--- src/rtl/grid_renderer_pipe_if.sv ---
// Beam, sprite, board-status and cursor bundle feeding the grid renderer,
// plus the pixel colour and animation status it returns.
interface grid_renderer_pipe_if #(
   parameter int ROWS = 10,
   parameter int COLS = 10
);
   logic                       bright;
   logic [9:0]                 hCount;
   logic [9:0]                 vCount;
   logic [11:0]                sprite_color;
   logic                       in_sprite;
   logic [2*ROWS*COLS-1:0]     cell_status_flat;
   logic                       cursor_en;
   logic [3:0]                 cursor_row;
   logic [3:0]                 cursor_col;
   logic                       frame_tick;
   logic [11:0]                rgb;
   logic                       blink_phase;
   logic                       flash_active;

   modport master (
      output bright, hCount, vCount, sprite_color, in_sprite, cell_status_flat,
             cursor_en, cursor_row, cursor_col, frame_tick,
      input  rgb, blink_phase, flash_active
   );

   modport slave (
      input  bright, hCount, vCount, sprite_color, in_sprite, cell_status_flat,
             cursor_en, cursor_row, cursor_col, frame_tick,
      output rgb, blink_phase, flash_active
   );
endinterface

--- src/rtl/grid_renderer_pipe.sv ---
// Two-stage board pixel renderer: beam -> cell mapping, then colour select with
// sprite overlay, last-changed-cell flash, blinking cursor and grid lines.
module grid_renderer_pipe #(
   parameter int          ROWS         = 10,
   parameter int          COLS         = 10,
   parameter int          GRID_LEFT    = 144,
   parameter int          GRID_TOP     = 35,
   parameter int          CELL_W       = 64,
   parameter int          CELL_H       = 48,
   parameter int          LINE_THICK   = 1,
   parameter int          BLINK_FRAMES = 15,
   parameter int          FLASH_FRAMES = 8,
   parameter logic [11:0] SPRITE_KEY   = 12'h00F
) (
   input  logic                 clk,
   input  logic                 reset,
   grid_renderer_pipe_if.slave  bus
);
   localparam int NCELL       = ROWS * COLS;
   localparam int GRID_RIGHT  = GRID_LEFT + CELL_W * COLS;
   localparam int GRID_BOTTOM = GRID_TOP + CELL_H * ROWS;
   localparam int BW          = $clog2(BLINK_FRAMES) + 1;
   localparam int FW          = $clog2(FLASH_FRAMES + 1);

   localparam logic [11:0] C_BLACK  = 12'h000;
   localparam logic [11:0] C_WHITE  = 12'hFFF;
   localparam logic [11:0] C_BLUE   = 12'h00F;
   localparam logic [11:0] C_GRAY   = 12'h888;
   localparam logic [11:0] C_RED    = 12'hF00;
   localparam logic [11:0] C_YELLOW = 12'hFF0;

   // ---------------- stage 1: beam to cell mapping ----------------
   logic [9:0] w_x, w_y;
   logic       w_in_grid, w_is_line;
   logic [3:0] w_row, w_col;

   assign w_x       = bus.hCount - 10'(GRID_LEFT);
   assign w_y       = bus.vCount - 10'(GRID_TOP);
   assign w_in_grid = bus.bright
                      && int'(bus.hCount) >= GRID_LEFT && int'(bus.hCount) < GRID_RIGHT
                      && int'(bus.vCount) >= GRID_TOP  && int'(bus.vCount) < GRID_BOTTOM;
   assign w_row     = 4'(w_y / 10'(CELL_H));
   assign w_col     = 4'(w_x / 10'(CELL_W));
   assign w_is_line = w_in_grid && ((w_x % 10'(CELL_W)) < 10'(LINE_THICK)
                                 || (w_y % 10'(CELL_H)) < 10'(LINE_THICK));

   logic        r_s1_in_grid, r_s1_is_line, r_s1_bright, r_s1_in_sprite;
   logic [3:0]  r_s1_row, r_s1_col;
   logic [11:0] r_s1_sprite_color;

   always_ff @(posedge clk) begin
      if (reset) begin
         r_s1_in_grid      <= 1'b0;
         r_s1_is_line      <= 1'b0;
         r_s1_bright       <= 1'b0;
         r_s1_in_sprite    <= 1'b0;
         r_s1_row          <= '0;
         r_s1_col          <= '0;
         r_s1_sprite_color <= '0;
      end else begin
         r_s1_in_grid      <= w_in_grid;
         r_s1_is_line      <= w_is_line;
         r_s1_bright       <= bus.bright;
         r_s1_in_sprite    <= bus.in_sprite;
         r_s1_row          <= w_row;
         r_s1_col          <= w_col;
         r_s1_sprite_color <= bus.sprite_color;
      end
   end

   // ---------------- change detector and flash timer ----------------
   logic [2*NCELL-1:0] r_prev_status;
   logic               r_primed;
   logic [NCELL-1:0]   w_chg;
   logic [7:0]         w_chg_idx;
   logic [7:0]         r_flash_idx;
   logic [FW-1:0]      r_flash_cnt;
   logic               w_flash_active;
   logic [1:0]         w_cell_st [NCELL];

   genvar gi;
   generate
      for (gi = 0; gi < NCELL; gi++) begin : g_cell
         assign w_cell_st[gi] = bus.cell_status_flat[2*gi +: 2];
         assign w_chg[gi]     = r_primed && (r_prev_status[2*gi +: 2] != w_cell_st[gi]);
      end
   endgenerate

   // Scan downward so the lowest changed index is the one left standing.
   always_comb begin
      w_chg_idx = '0;
      for (int i = NCELL - 1; i >= 0; i--) begin
         if (w_chg[i]) w_chg_idx = 8'(i);
      end
   end

   assign w_flash_active = (r_flash_cnt != '0);

   always_ff @(posedge clk) begin
      if (reset) begin
         r_prev_status <= '0;
         r_primed      <= 1'b0;
         r_flash_idx   <= '0;
         r_flash_cnt   <= '0;
      end else begin
         r_prev_status <= bus.cell_status_flat;
         r_primed      <= 1'b1;
         if (|w_chg) begin
            r_flash_idx <= w_chg_idx;
            r_flash_cnt <= FW'(FLASH_FRAMES);
         end else if (bus.frame_tick && w_flash_active) begin
            r_flash_cnt <= r_flash_cnt - FW'(1);
         end
      end
   end

   // ---------------- cursor blink timer ----------------
   logic [BW-1:0] r_blink_cnt;
   logic          r_blink_phase;

   always_ff @(posedge clk) begin
      if (reset) begin
         r_blink_cnt   <= '0;
         r_blink_phase <= 1'b0;
      end else if (bus.frame_tick) begin
         if (r_blink_cnt == BW'(BLINK_FRAMES - 1)) begin
            r_blink_cnt   <= '0;
            r_blink_phase <= ~r_blink_phase;
         end else begin
            r_blink_cnt <= r_blink_cnt + BW'(1);
         end
      end
   end

   // ---------------- stage 2: colour select ----------------
   logic [7:0]  w_cell_idx;
   logic [1:0]  w_status;
   logic        w_flash_hit, w_cursor_hit;
   logic [11:0] w_status_rgb, w_rgb_next;
   logic [11:0] r_rgb;

   assign w_cell_idx = 8'(int'(r_s1_row) * COLS + int'(r_s1_col));

   always_comb begin
      w_status = 2'b00;
      for (int i = 0; i < NCELL; i++) begin
         if (w_cell_idx == 8'(i)) w_status = w_cell_st[i];
      end
   end

   always_comb begin
      case (w_status)
         2'b00:   w_status_rgb = C_BLUE;
         2'b01:   w_status_rgb = C_GRAY;
         2'b10:   w_status_rgb = C_BLACK;
         default: w_status_rgb = C_RED;
      endcase
   end

   assign w_flash_hit  = r_s1_in_grid && w_flash_active && r_flash_cnt[0]
                         && (w_cell_idx == r_flash_idx) && !r_s1_is_line;
   // Out-of-range cursor coordinates must never alias onto a real cell.
   assign w_cursor_hit = r_s1_in_grid && bus.cursor_en && r_blink_phase
                         && int'(bus.cursor_row) < ROWS && int'(bus.cursor_col) < COLS
                         && (r_s1_row == bus.cursor_row) && (r_s1_col == bus.cursor_col)
                         && !r_s1_is_line;

   always_comb begin
      w_rgb_next = C_BLACK;
      if (!r_s1_bright)                                          w_rgb_next = C_BLACK;
      else if (r_s1_in_sprite && r_s1_sprite_color != SPRITE_KEY) w_rgb_next = r_s1_sprite_color;
      else if (w_flash_hit)                                      w_rgb_next = C_WHITE;
      else if (w_cursor_hit)                                     w_rgb_next = C_YELLOW;
      else if (r_s1_is_line)                                     w_rgb_next = C_WHITE;
      else if (r_s1_in_grid)                                     w_rgb_next = w_status_rgb;
   end

   always_ff @(posedge clk) begin
      if (reset) r_rgb <= C_BLACK;
      else       r_rgb <= w_rgb_next;
   end

   assign bus.rgb          = r_rgb;
   assign bus.blink_phase  = r_blink_phase;
   assign bus.flash_active = w_flash_active;
endmodule

--- src/flat_wrapper.sv ---
// flat-port wrapper written by rule: the top's interface ports become plain ports
module grid_renderer_pipe_flat 
#(
   parameter int          ROWS         = 10,
   parameter int          COLS         = 10,
   parameter int          GRID_LEFT    = 144,
   parameter int          GRID_TOP     = 35,
   parameter int          CELL_W       = 64,
   parameter int          CELL_H       = 48,
   parameter int          LINE_THICK   = 1,
   parameter int          BLINK_FRAMES = 15,
   parameter int          FLASH_FRAMES = 8,
   parameter logic [11:0] SPRITE_KEY   = 12'h00F
)
  (clk, reset, bus_bright, bus_hCount, bus_vCount, bus_sprite_color, bus_in_sprite, bus_cell_status_flat, bus_cursor_en, bus_cursor_row, bus_cursor_col, bus_frame_tick, bus_rgb, bus_blink_phase, bus_flash_active);
  grid_renderer_pipe_if #(.ROWS(ROWS), .COLS(COLS)) bus_i ();
  input  logic clk;
  input  logic reset;
  input wire logic [$bits(bus_i.bright)-1:0] bus_bright;
  input wire logic [$bits(bus_i.hCount)-1:0] bus_hCount;
  input wire logic [$bits(bus_i.vCount)-1:0] bus_vCount;
  input wire logic [$bits(bus_i.sprite_color)-1:0] bus_sprite_color;
  input wire logic [$bits(bus_i.in_sprite)-1:0] bus_in_sprite;
  input wire logic [$bits(bus_i.cell_status_flat)-1:0] bus_cell_status_flat;
  input wire logic [$bits(bus_i.cursor_en)-1:0] bus_cursor_en;
  input wire logic [$bits(bus_i.cursor_row)-1:0] bus_cursor_row;
  input wire logic [$bits(bus_i.cursor_col)-1:0] bus_cursor_col;
  input wire logic [$bits(bus_i.frame_tick)-1:0] bus_frame_tick;
  output wire logic [$bits(bus_i.rgb)-1:0] bus_rgb;
  output wire logic [$bits(bus_i.blink_phase)-1:0] bus_blink_phase;
  output wire logic [$bits(bus_i.flash_active)-1:0] bus_flash_active;
  assign bus_i.bright = bus_bright;
  assign bus_i.hCount = bus_hCount;
  assign bus_i.vCount = bus_vCount;
  assign bus_i.sprite_color = bus_sprite_color;
  assign bus_i.in_sprite = bus_in_sprite;
  assign bus_i.cell_status_flat = bus_cell_status_flat;
  assign bus_i.cursor_en = bus_cursor_en;
  assign bus_i.cursor_row = bus_cursor_row;
  assign bus_i.cursor_col = bus_cursor_col;
  assign bus_i.frame_tick = bus_frame_tick;
  assign bus_rgb = bus_i.rgb;
  assign bus_blink_phase = bus_i.blink_phase;
  assign bus_flash_active = bus_i.flash_active;
  grid_renderer_pipe #(.ROWS(ROWS), .COLS(COLS), .GRID_LEFT(GRID_LEFT), .GRID_TOP(GRID_TOP), .CELL_W(CELL_W), .CELL_H(CELL_H), .LINE_THICK(LINE_THICK), .BLINK_FRAMES(BLINK_FRAMES), .FLASH_FRAMES(FLASH_FRAMES), .SPRITE_KEY(SPRITE_KEY)) u_core (.clk(clk), .reset(reset), .bus(bus_i));
endmodule
--- config.mk ---
export PLATFORM = sky130hd
export DESIGN_NAME = grid_renderer_pipe_flat
export DESIGN_NICKNAME = d
export VERILOG_FILES = /design/src/rtl/grid_renderer_pipe_if.sv /design/src/rtl/grid_renderer_pipe.sv /design/src/flat_wrapper.sv
export SDC_FILE = /design/constraint.sdc
export NUM_CORES = 1
export LEC_CHECK = 0
export ABC_AREA = 0
export ABC_CLOCK_PERIOD_IN_PS = 7100
export BUFFER_PORTS_ARGS = -buffer_cell sky130_fd_sc_hd__clkbuf_2
export CORE_MARGIN = 5
export CORE_UTILIZATION = 30
export DETAILED_ROUTE_END_ITERATION = 10
export PLACE_DENSITY = 0.48
export SLEW_MARGIN = 20
export SYNTH_ARGS = -nofsm -noshare
export SYNTH_HDL_FRONTEND = slang
export SYNTH_SLANG_ARGS = --single-unit
--- constraint.sdc ---
create_clock -name clk -period 7.1 [get_ports clk]
set_input_delay 0.355 -clock clk [delete_from_list [all_inputs] [get_ports clk]]
set_output_delay 0.355 -clock clk [all_outputs]
set_load 0.03 [all_outputs]
==> impl_metrics.json <==
{
  "syn_area_um2": 15070,
  "grt_pass1_wl_um": 87830,
  "timing.rr.start": "u_core.r_s1_row[0]$_SDFF_PP0_",
  "combPwrFrac_pct": 28.9,
  "final_antenna_net_count": 0,
  "grt_setup_unrepaired": "false",
  "crit_arrival_ps": 5100,
  "final_common_cell": "clkbuf_2",
  "peakVddDrop_mv": 0.1758,
  "worst_slack_ps": 2487,
  "startpoint": "u_core.r_s1_row[0]$_SDFF_PP0_",
  "grt_max_degree": 90,
  "cp-start-kind": "register",
  "clock-sinks": 254,
  "num_vias": 14358,
  "cpLargestDelayFamily": "compound AO/OA/AOI/OAI gates",
  "post_synth_num_cell_types": 87,
  "place_ws_ps": 2573,
  "path_buf_inv": 1,
  "cp_slowest_cell": "fa_4",
  "relSlewSlack_pct": 35.84,
  "p_clk_share_pct": 35.9,
  "dp.cells": 2648,
  "reg2reg_slack_ps": 2490,
  "period_needed_ps": 4613,
  "seqCellArea_um2": 5090,
  "tightest_slew_ps": 962.3,
  "r2r_cells": 12,
  "synthTopCellsByArea": "dfxtp_1 (34%), nor2b_1 (9.3%), xor2_1 (8.7%)",
  "power_density_nw_per_um2": 242.5,
  "n_fill_cell": 5286,
  "ctsRootBufferMaster": "clkbuf_16",
  "tns_ps": 0,
  "gr-usage-all-layers_pct": 20.92,
  "ys_ff_latch": 254,
  "intPower_mw": 2.889,
  "critPathCaptureType": "register",
  "holdCritPathClass": "in -> reg",
  "clock_latency_ps": 590,
  "synth_top_area_share_pct": 33.74,
  "row_count": 82,
  "fin_total_pwr_mw": 4.387,
  "area_growth_pct": 20.04,
  "cts_tree": "done",
  "syn_nets": 2062,
  "portBuffers": 259,
  "p_leak_nw": 7.290,
  "drc_errors": 0,
  "period_share_pct": 64.98,
  "multi_input_area_um2": 9520,
  "antenna_found_initial": 1,
  "htree_levels": 1,
  "cp.depth": 12,
  "path_clk_slew_ps": 60,
  "maxCapViolations": 0,
  "antenna_cells": 0,
  "p_sw_mw": 1.498,
  "hpwl_um": 46450,
  "nets": 2280,
  "synth_edf_count": 0,
  "whs_path_depth": 2,
  "drt_first_pass_iters": 5,
  "mostFrequentLayoutCells": "clkbuf_2 (258), dfxtp_1 (252), nor2b_1 (223)",
  "crit_end": "u_core.bus.rgb[9]$_SDFF_PP0_",
  "maxSlewViolCount": 0,
  "synth-main-ff-cell": "dfxtp_1",
  "cts_resized": 0,
  "swShare_pct": 34.14,
  "drive_gt1_share_pct": 17.56,
  "pwr-share-seq_pct": 35.2,
  "worstSetupPathType": "reg -> reg",
  "fin_area_um2": 18090,
  "syn_inst": 1803,
  "drt_wl_total_um": 59780,
  "crit_path_cell_trace": "ha_4 -> fa_4 -> buf_4 -> nor2b_1 -> o21ai_0 -> o2bb2ai_1 -> nor3b_1 -> o31ai_1 -> o211a_1 -> a211oi_4 -> or2_1 -> o211ai_1",
  "clockBufferDepth": 3,
  "core_um2": 49970,
  "overflow": 0,
  "yosys.area.top_type": "dfxtp_1",
  "cts_buffers": 31,
  "fin_skew_ps": 30.46,
  "dpl_cell_area_um2": 16960,
  "async_reset_ff_share_pct": 0,
  "finalSetupViolations": 0,
  "required_ps": 7590,
  "first_iter_violations": 1153,
  "avgSynthCellArea_um2": 8.359,
  "crit_fanout": 68,
  "critPathMaxStageDelay_ps": 880,
  "wire_per_inst_um": 22.00,
  "ys_warn_count": 0,
  "die_w_um": 234.1,
  "layoutNonFillerInstCount": 2717,
  "status": "finished, final reports clean",
  "ys_seq_area_share_pct": 33.74,
  "vias_per_cell": 5.285,
  "grt_pass1_vias": 14008,
  "initial_core_util_pct": 30.16,
  "final_hold_viol_count": 0,
  "die_area_um2": 54820,
  "ios": 260,
  "r2r-end": "u_core.bus.rgb[9]$_SDFF_PP0_",
  "max_freq_mhz": 216.8,
  "gp_congestion": 0.9541,
  "die_h_um": 234.1
}
synth_stat cells, types with 14 or more instances:
| library cell | n |
|---|---|
| a211oi_1 | 22 |
| a21o_1 | 16 |
| a21oi_1 | 85 |
| a221oi_1 | 15 |
| a31oi_1 | 23 |
| and3_1 | 14 |
| buf_1 | 14 |
| buf_2 | 19 |
| clkbuf_1 | 65 |
| dfxtp_1 | 254 |
| inv_1 | 32 |
| mux2i_1 | 21 |
| nand2_1 | 113 |
| nand2b_1 | 15 |
| nand3_1 | 44 |
| nand4_1 | 21 |
| nor2_1 | 109 |
| nor2b_1 | 223 |
| nor3_1 | 30 |
| nor4_1 | 14 |
| o211ai_1 | 23 |
| o21ai_0 | 127 |
| o22ai_1 | 20 |
| xnor2_1 | 81 |
| xor2_1 | 150 |
sequential cells by signal (all words and copies together), names as in the netlist:
signal,count
u_core.r_primed,1
u_core.r_prev_status,200
u_core.r_blink_cnt,5
u_core.r_s1_bright,1
u_core.r_s1_col,4
u_core.r_flash_idx,7
u_core.r_flash_cnt,4
u_core.bus.blink_phase,1
u_core.r_s1_is_line,1
u_core.r_s1_row,4
u_core.r_s1_sprite_color,12
u_core.r_s1_in_sprite,1
u_core.r_s1_in_grid,1
u_core.bus.rgb,12
final cells by class:
cell class,instances,share of cell area (%)
clock buffer,43,4.814
clock inverter,14,0.7539
inverter,32,0.6639
multi-input combinational,1419,52.62
sequential,254,28.13
tap,672,4.648
timing repair buffer,283,8.362
worst min path at each step:
stage | slack [ps] | endpoint | from
6_report | 20 | u_core.r_prev_status[53]$_SDFF_PP0_ | bus_cell_status_flat[53]
5_1_grt | 30 | u_core.r_s1_in_sprite$_SDFF_PP0_ | bus_in_sprite
4_1_cts | 8 | u_core.r_prev_status[25]$_SDFF_PP0_ | bus_cell_status_flat[25]
3_5_place_dp | 470 | u_core.bus.rgb[0]$_SDFF_PP0_ | u_core.r_s1_sprite_color[0]$_SDFF_PP0_
3_3_place_gp | 460 | u_core.bus.rgb[3]$_SDFF_PP0_ | u_core.r_s1_sprite_color[3]$_SDFF_PP0_
2_1_floorplan | 430 | u_core.bus.rgb[3]$_SDFF_PP0_ | u_core.r_s1_sprite_color[3]$_SDFF_PP0_
metrics by stage:
| step | util [%] | hold WS [ps] |
|---|---|---|
| after global placement | 33.95 | 459.5 |
| after CTS | 36.21 | 7.679 |
| final | 36.21 | 24.47 |
| after global routing | 36.21 | 27.69 |
| after detailed placement | 33.95 | 465.5 |
| after floorplan | - | 429.4 |
power groups by stage:
stage               Clock (mW)  Sequential [mW]  Combinational [mW]
floorplan                    0             1.56               0.807
global placement             0             1.57                1.25
detailed placement           0             1.58                1.25
CTS                       1.62             1.54                1.26
global route              1.68             1.55                1.37
finish                    1.57             1.54                1.27
logic make-up after synthesis:
logic type / synth area share (%)
muxes: 2.964
and+or+nand+nor: 23.73
xor gates and xnor gates: 13.53
DFF: 33.74
AOI/OAI and AO/OA: 21.46
buffers and inverters: 3.396
adders and majority gates: 1.179
what timing repair did:
action	4_1_cts	5_1_grt
hold endpoints to repair	12	0
buffers inserted	0	0
hold buffers	12	0
layer usage:
layer | routed length, um | vias to the layer above | GRT usage (%) | part of all wire [%]
met5 | 7 | - | 0 | 0.012
met4 | 1526 | 2 | 5.781 | 2.6
met3 | 3969 | 98 | 3.075 | 6.6
met2 | 27130 | 490 | 33.44 | 45
met1 | 27150 | 6904 | 29.50 | 45
li1 | - | 6864 | - | -
(Power assumes the default switching activity.)
